[config.mk]
export PLATFORM = sky130hd
export DESIGN_NAME = data_memory_responder
export DESIGN_NICKNAME = d
export VERILOG_FILES = /design/src/rtl/data_memory_responder.sv
export SDC_FILE = /design/constraint.sdc
export NUM_CORES = 2
export LEC_CHECK = 0
export ABC_CLOCK_PERIOD_IN_PS = 10800
export CORE_ASPECT_RATIO = 1.75
export CORE_MARGIN = 5
export CORE_UTILIZATION = 25
export CTS_BUF_LIST = sky130_fd_sc_hd__clkbuf_2 sky130_fd_sc_hd__clkbuf_4 sky130_fd_sc_hd__clkbuf_8
export CTS_CLUSTER_SIZE = 8
export DETAILED_ROUTE_END_ITERATION = 12
export GPL_TIMING_DRIVEN = 1
export HOLD_SLACK_MARGIN = 0.15
export PLACE_DENSITY_LB_ADDON = 0.25
export SYNTH_ARGS = -nofsm -noshare
export SYNTH_HDL_FRONTEND = slang
export SYNTH_SLANG_ARGS = --single-unit
[constraint.sdc]
create_clock -name clk -period 10.8 [get_ports clk]
set_clock_uncertainty 0.1 [all_clocks]
set_input_delay 1.08 -clock clk [delete_from_list [all_inputs] [get_ports clk]]
set_output_delay 1.08 -clock clk [all_outputs]
set_load 0.005 [all_outputs]
[src/rtl/data_memory_responder.sv]
// data_memory_responder: responder for the core's data-memory port.
// Decodes each access into a word RAM or a small peripheral window that
// holds GPIO out/in and a free-running timer with a sticky compare IRQ.
// Load data is combinational so it can feed the MEM/WB register directly.
module data_memory_responder #(
  parameter int unsigned memory_depth = 64,
  parameter logic [31:0] ram_base     = 32'h1001_0000,
  parameter logic [31:0] io_base      = 32'h1001_0400
) (
  input  logic        clk,
  input  logic        reset,
  input  logic        memread,
  input  logic        memwrite,
  input  logic [31:0] data_address,
  input  logic [31:0] writedata,
  output logic [31:0] received_data,
  input  logic [7:0]  gpio_in,
  output logic [7:0]  gpio_out,
  output logic        timer_irq,
  output logic        bus_error
);

  localparam int unsigned idx_w     = (memory_depth > 1) ? $clog2(memory_depth) : 1;
  localparam logic [31:0] ram_bytes = 32'(memory_depth * 4);

  typedef enum logic [2:0] {
    IO_NONE,
    IO_GPIO_OUT,
    IO_GPIO_IN,
    IO_TMR_COUNT,
    IO_TMR_CMP,
    IO_TMR_CTRL
  } io_reg_e;

  // Storage and peripheral state
  logic [31:0] r_mem [memory_depth];
  logic [7:0]  r_gpio_out;
  logic [7:0]  r_sync1;
  logic [7:0]  r_sync2;
  logic [31:0] r_count;
  logic [31:0] r_cmp;
  logic        r_enable;
  logic        r_irq;

  // Address decode
  logic [31:0]      w_ram_off;
  logic [31:0]      w_io_off;
  logic [idx_w-1:0] w_ram_idx;
  logic             w_ram_hit;
  logic             w_misaligned;
  logic             w_fault;
  logic             w_wr_ok;
  logic             w_ram_we;
  logic             w_wr_gpio;
  logic             w_wr_cmp;
  logic             w_wr_ctrl;
  io_reg_e          w_io_sel;

  // Offsets wrap for addresses below a base, so a single unsigned compare
  // bounds the RAM window on both sides.
  assign w_ram_off    = data_address - ram_base;
  assign w_io_off     = data_address - io_base;
  assign w_ram_idx    = w_ram_off[idx_w+1:2];
  assign w_ram_hit    = (w_ram_off < ram_bytes);
  assign w_misaligned = (data_address[1:0] != 2'b00);

  // Select which peripheral register the address names
  always_comb begin
    // NOTE: every always_comb output gets a default first so no path can
    // leave it unassigned and infer a latch.
    w_io_sel = IO_NONE;
    case (w_io_off)
      32'h00:  w_io_sel = IO_GPIO_OUT;
      32'h04:  w_io_sel = IO_GPIO_IN;
      32'h08:  w_io_sel = IO_TMR_COUNT;
      32'h0C:  w_io_sel = IO_TMR_CMP;
      32'h10:  w_io_sel = IO_TMR_CTRL;
      default: w_io_sel = IO_NONE;
    endcase
  end

  assign w_fault   = w_misaligned || (!w_ram_hit && (w_io_sel == IO_NONE));
  assign bus_error = (memread || memwrite) && w_fault;

  // A write presented while reset is high is dropped everywhere, RAM included.
  assign w_wr_ok   = memwrite && !w_fault && !reset;
  assign w_ram_we  = w_wr_ok && w_ram_hit;
  assign w_wr_gpio = w_wr_ok && !w_ram_hit && (w_io_sel == IO_GPIO_OUT);
  assign w_wr_cmp  = w_wr_ok && !w_ram_hit && (w_io_sel == IO_TMR_CMP);
  assign w_wr_ctrl = w_wr_ok && !w_ram_hit && (w_io_sel == IO_TMR_CTRL);

  // Word RAM write port
  always_ff @(posedge clk) begin
    // NOTE: the RAM array has no reset so it maps onto plain memory; software
    // must write a word before relying on its contents.
    if (w_ram_we) begin
      r_mem[w_ram_idx] <= writedata;
    end
  end

  // GPIO, input synchroniser, timer and sticky IRQ
  always_ff @(posedge clk) begin
    // NOTE: non-blocking assignments make every flop read the pre-edge value
    // of the others, which is what keeps the match/clear race well defined.
    if (reset) begin
      r_gpio_out <= '0;
      r_sync1    <= '0;
      r_sync2    <= '0;
      r_count    <= '0;
      r_cmp      <= 32'hFFFF_FFFF;
      r_enable   <= 1'b0;
      r_irq      <= 1'b0;
    end else begin
      r_sync1 <= gpio_in;
      r_sync2 <= r_sync1;
      if (r_enable) begin
        r_count <= r_count + 32'd1;
      end
      if (w_wr_gpio) begin
        r_gpio_out <= writedata[7:0];
      end
      if (w_wr_cmp) begin
        r_cmp <= writedata;
      end
      if (w_wr_ctrl) begin
        r_enable <= writedata[0];
      end
      // A match in the same cycle as a W1C keeps the flag set.
      if (r_enable && (r_count == r_cmp)) begin
        r_irq <= 1'b1;
      end else if (w_wr_ctrl && writedata[1]) begin
        r_irq <= 1'b0;
      end
    end
  end

  // Zero-latency load data; faulting or idle cycles return zero
  always_comb begin
    received_data = '0;
    if (memread && !w_fault) begin
      if (w_ram_hit) begin
        received_data = r_mem[w_ram_idx];
      end else begin
        case (w_io_sel)
          IO_GPIO_OUT:  received_data = {24'h0, r_gpio_out};
          IO_GPIO_IN:   received_data = {24'h0, r_sync2};
          IO_TMR_COUNT: received_data = r_count;
          IO_TMR_CMP:   received_data = r_cmp;
          IO_TMR_CTRL:  received_data = {30'h0, r_irq, r_enable};
          default:      received_data = '0;
        endcase
      end
    end
  end

  assign gpio_out  = r_gpio_out;
  assign timer_irq = r_irq;

endmodule

==> results.txt <==
----------------------------------------------------
[Power and ir drop]
  Power density normalized to cell area ... about 170 nW/um^2
  Register share of total power ... 56.9%
  Net switching fraction of the power ... a little under a quarter
  Leakage Power ... between 20 and 30 nW
  Comb power frac ... roughly 5%
  Portion of total power attributed to the clock network ... 38.1%
  Switching power ... 3.605 mW
  Max VDD drop ... around 83 uV
  Cell-internal power ... 12.36 mW

[Floorplan]
  Number of rows created at floorplan ... 280
  Chip height ... 773.9 um
  Die width ... between 400 and 500 um
  Floorplan core area ... about 330000 sq um
  Total Die Area ... around 350000 sq um
  Starting density of the core ... about 25%
  Top-level port count ... roughly 120

[Synthesis]
  Number of flops mapped to enable cells by yosys ... about 2000
  Synthesized-area fraction occupied by adder cells ... 0.01501%
  Leading post-synthesis cells by cell area ... sky130_fd_sc_hd__edfxtp_1 74%, sky130_fd_sc_hd__mux4_2 14%, sky130_fd_sc_hd__dfxtp_1 2.2%
  Synthesized cell area ... about 83000 sq um
  Share of async-settable or async-resettable flops after synthesis ... 0%
  Top-area cell type share of the netlist area ... 73.77%
  Dominant combinational cell family by area after synthesis ... multiplexers
  Mean cell area of the mapped netlist ... ~21 sq um
  Warning count from the yosys run ... 0
  Synth Area in Simple Gates ... under 10%
  Share of cell area taken by muxes after synthesis ... approximately 17%
  Cell type contributing the most total cell area after synthesis ... sky130_fd_sc_hd__edfxtp_1
  Compound-Gate Fraction of Synth Area ... 2.344%
  Share of synthesized area occupied by flip-flops and latches ... 75.93%
  Post-Synthesis Net Count ... 3998
  Primary flip-flop cell chosen by synthesis mapping ... sky130_fd_sc_hd__edfxtp_1
  Flip-flop and latch count after synthesis ... ~2100
  Synthesized-area fraction occupied by xor and xnor cells ... less than 1%
  Synthesized instance count ... roughly 3900
  Post-synth cell types ... 63

[CTS]
  Latest clock arrival within the worst-skew pair ... 960 ps
  Clock tree root driver cell ... sky130_fd_sc_hd__clkbuf_8
  Clock tree from TritonCTS ... done
  Quantity of hold-fixing buffers added after cts ... 0
  Buffers inserted by post-CTS timing repair ... 0
  Max H-tree Level ... 5
  Number of gates resized after CTS ... 0
  CTS sink count ... roughly 2100
  CTS buffer count ... 319
  Maximum clock insertion buffer count ... 4
  Clock transition at path regs ... around 70 ps

[Place]
  Count of port buffers added during placement ... between 100 and 150
  RePlAce Congestion ... between 0.8 and 0.9
  DPL Wire Length ... between 150 and 200 mm
  Area after DPL ... 90560 sq um

[Final layout]
  Highest-count cells in the layout ignoring fill and taps ... 2048 x sky130_fd_sc_hd__edfxtp_1, 525 x sky130_fd_sc_hd__mux4_2, 328 x sky130_fd_sc_hd__clkbuf_8
  Nets@finish ... roughly 4400
  Leading cell type in the layout, fill and taps excluded ... sky130_fd_sc_hd__edfxtp_1
  Final non-filler cell area ... 95800 sq um
  Syn-to-layout area delta ... 14.92%
  Share of final-layout standard cells stronger than drive strength 1 ... around 29%

[Worst setup path]
  Launching element type of the critical path ... input port
  Maximum fanout count along the critical path ... 21
  Data required time at the worst endpoint ... between 9000 and 10000 ps
  First element of the critical path ... data_address[14]
  Cells along the critical path ... clkdlybuf4s50_1 -> or4_4 -> nor3_1 -> and3_1 -> nand4_1 -> buf_4 -> a2111oi_0 -> buf_4 -> a41oi_1 -> nor2_1 -> clkdlybuf4s50_1
  Critical setup path kind ... in2out
  Kind of end point of the critical path ... primary output
  Startpoint of the worst register-to-register path ... r_enable
  Crit path arrival time ... roughly 6000 ps
  Reg2reg end ... r_count[31]
  Flop-to-flop setup slack ... ~7700 ps
  Depth of the worst register-to-register path ... 7
  Highest-delay cell along the critical path ... sky130_fd_sc_hd__a2111oi_0
  Critical Path End ... received_data[14]
  Peak per-stage delay on the critical path ... 1070 ps

[Timing]
  Ratio of final minimum period to clock period ... between 60 and 70%
  Minimum clock period after layout ... approximately 7100 ps
  Total Negative Setup Slacks ... 0 ps
  Peak clock frequency supported by timing ... approximately 140 MHz
  RSZ-0062 raised after global routing ... false
  Slew @ Worst Pin ... roughly 1300 ps
  Final Max Slew Viols ... 0
  Worst-case headroom to the max-slew limit ... 9.998%
  Count of endpoints failing hold in the final timing report ... 0
  Final Setup Violations ... 0

[Route]
  DR DRC count ... 0
  Via-per-instance ratio ... between 4 and 5
  Number of DRC markers after the initial detailed-route iteration ... approximately 3400
  1st-pass router iterations ... 6
  Total wire length after detailed routing ... approximately 270 mm
  Number of routed nets with antenna violations ... 0
  Total number of vias ... 41700
  Wirelength per Cell ... 30.98 um

[Run status]
  Status ... finished clean

[Global route]
  Global-route wire length before repair ... approximately 370 mm
  Gr usage total ... around 15%
  Overall overflow remaining after global route ... 0
  Antenna violations before repair ... 23
  Pin count of the biggest net entering global routing ... 90
  Via count of the first global-routing pass ... 44260

[Hold path]
  Hold Path Class ... reg2reg

[Job]
  Number of maximum-capacitance constraint violations ... 0

----------------------------------------------------
[power groups by stage]
stage / Sequential [mW] / Clock (mW) / Combinational, mW
after floorplan: 9.25 / 0 / 0.417
after global placement: 9.25 / 0 / 0.821
after detailed placement: 9.26 / 0 / 0.826
after CTS: 9.08 / 6.28 / 0.828
after global routing: 9.07 / 6.59 / 0.853
final: 9.08 / 6.08 / 0.810
[layout make-up]
| class | count | area [sq um] |
|---|---|---|
| Antenna cell | 4 | 10.01 |
| Clock inverter | 28 | 212.7 |
| Clock buffer | 395 | 5017 |
| Multi-Input combinational cell | 1552 | 19450 |
| Inverter | 6 | 22.52 |
| Fill cell | 32630 | 236300 |
| Sequential cell | 2138 | 63300 |
| Timing Repair Buffer | 278 | 2322 |
| Tap cell | 4371 | 5469 |
[cell families (layout without fill, tap and decap cells)]
logic type / after synthesis / count (layout)
AO/OA/AOI/OAI: 273 / 273
other: 0 / 4
XOR/XNOR: 59 / 59
buffers and inverters: 231 / 707
multiplexers: 736 / 736
AND/OR/NAND/NOR: 483 / 483
adder cells (fa/ha/maj): 1 / 1
flip-flops: 2138 / 2138
[stage by stage]
stage / hold slack [ps] / total power, mW / util [%] / setup WS, ps / std cells
floorplan: 313.8 / 9.672 / - / 5889 / 3921
CTS: 350.0 / 16.19 / 28.84 / 3719 / 8768
finish: 344.6 / 15.97 / 28.85 / 3725 / 8772
global route: 365.5 / 16.51 / 28.85 / 3582 / 8772
detailed placement: 334.9 / 10.08 / 27.27 / 3725 / 8345
global placement: 331.9 / 10.08 / 27.27 / 3707 / 8345
[synth_stat cells (4+ instances only)]
| master | count |
|---|---|
| sky130_fd_sc_hd__or3_1 | 10 |
| sky130_fd_sc_hd__nor3_1 | 11 |
| sky130_fd_sc_hd__mux4_2 | 525 |
| sky130_fd_sc_hd__xnor2_1 | 34 |
| sky130_fd_sc_hd__o22ai_1 | 17 |
| sky130_fd_sc_hd__o2111ai_1 | 10 |
| sky130_fd_sc_hd__and3_1 | 5 |
| sky130_fd_sc_hd__buf_6 | 6 |
| sky130_fd_sc_hd__a41oi_1 | 6 |
| sky130_fd_sc_hd__a31oi_1 | 7 |
| sky130_fd_sc_hd__inv_1 | 4 |
| sky130_fd_sc_hd__a211oi_1 | 19 |
| sky130_fd_sc_hd__a21oi_2 | 6 |
| sky130_fd_sc_hd__nand3_1 | 44 |
| sky130_fd_sc_hd__buf_4 | 33 |
| sky130_fd_sc_hd__a221oi_1 | 21 |
| sky130_fd_sc_hd__mux2i_1 | 174 |
| sky130_fd_sc_hd__nor2_1 | 161 |
| sky130_fd_sc_hd__buf_2 | 81 |
| sky130_fd_sc_hd__a22o_1 | 5 |
| sky130_fd_sc_hd__o21ai_0 | 31 |
| sky130_fd_sc_hd__clkbuf_1 | 77 |
| sky130_fd_sc_hd__or2_2 | 4 |
| sky130_fd_sc_hd__mux2_2 | 37 |
| sky130_fd_sc_hd__a22oi_1 | 51 |
| sky130_fd_sc_hd__nor2b_1 | 50 |
| sky130_fd_sc_hd__o22a_1 | 4 |
| sky130_fd_sc_hd__dfxtp_1 | 90 |
| sky130_fd_sc_hd__nor4_1 | 9 |
| sky130_fd_sc_hd__edfxtp_1 | 2048 |
| sky130_fd_sc_hd__and2_1 | 8 |
| sky130_fd_sc_hd__o221ai_1 | 9 |
| sky130_fd_sc_hd__o211ai_1 | 18 |
| sky130_fd_sc_hd__nand4b_1 | 7 |
| sky130_fd_sc_hd__nand2b_1 | 47 |
| sky130_fd_sc_hd__xor2_1 | 25 |
| sky130_fd_sc_hd__buf_1 | 28 |
| sky130_fd_sc_hd__a2111oi_0 | 5 |
| sky130_fd_sc_hd__nand2_1 | 70 |
| sky130_fd_sc_hd__a21oi_1 | 47 |
| sky130_fd_sc_hd__nand4_1 | 34 |
| sky130_fd_sc_hd__and4_1 | 5 |
[worst min path at each step]
stage	startpoint	endpoint	slack, ps	cells past startpoint
finish	r_sync1[3]	r_sync2[3]	340	1
global route	r_sync1[3]	r_sync2[3]	370	1
CTS	reset	gpio_out[7]	350	2
detailed placement	r_sync1[6]	r_sync2[6]	330	1
global placement	r_sync1[1]	r_sync2[1]	330	1
floorplan	r_sync1[0]	r_sync2[0]	310	1
[per-layer routing]
metal  routed length, um  part of all wire, %  GRT usage, %
met5                 114                0.042             0
met2              149400                   55         29.13
met1               98660                   36         17.25
met4               10280                  3.8         5.495
met3               13380                  4.9         2.360
[critical path: cells and delay by family]
| kind | cells | cell delay, ps |
|---|---|---|
| buffers and inverters | 4 | 1750 |
| and+or+nand+nor | 5 | 1880 |
| AOI/OAI and AO/OA | 2 | 1130 |
[registers in the layout, indices dropped and copies added, names as in the netlist]
register / flops
gpio_out: 8
r_cmp: 32
r_count: 32
r_enable: 1
r_mem: 2048
r_sync1: 8
r_sync2: 8
timer_irq: 1
(Power assumes the default switching activity.)
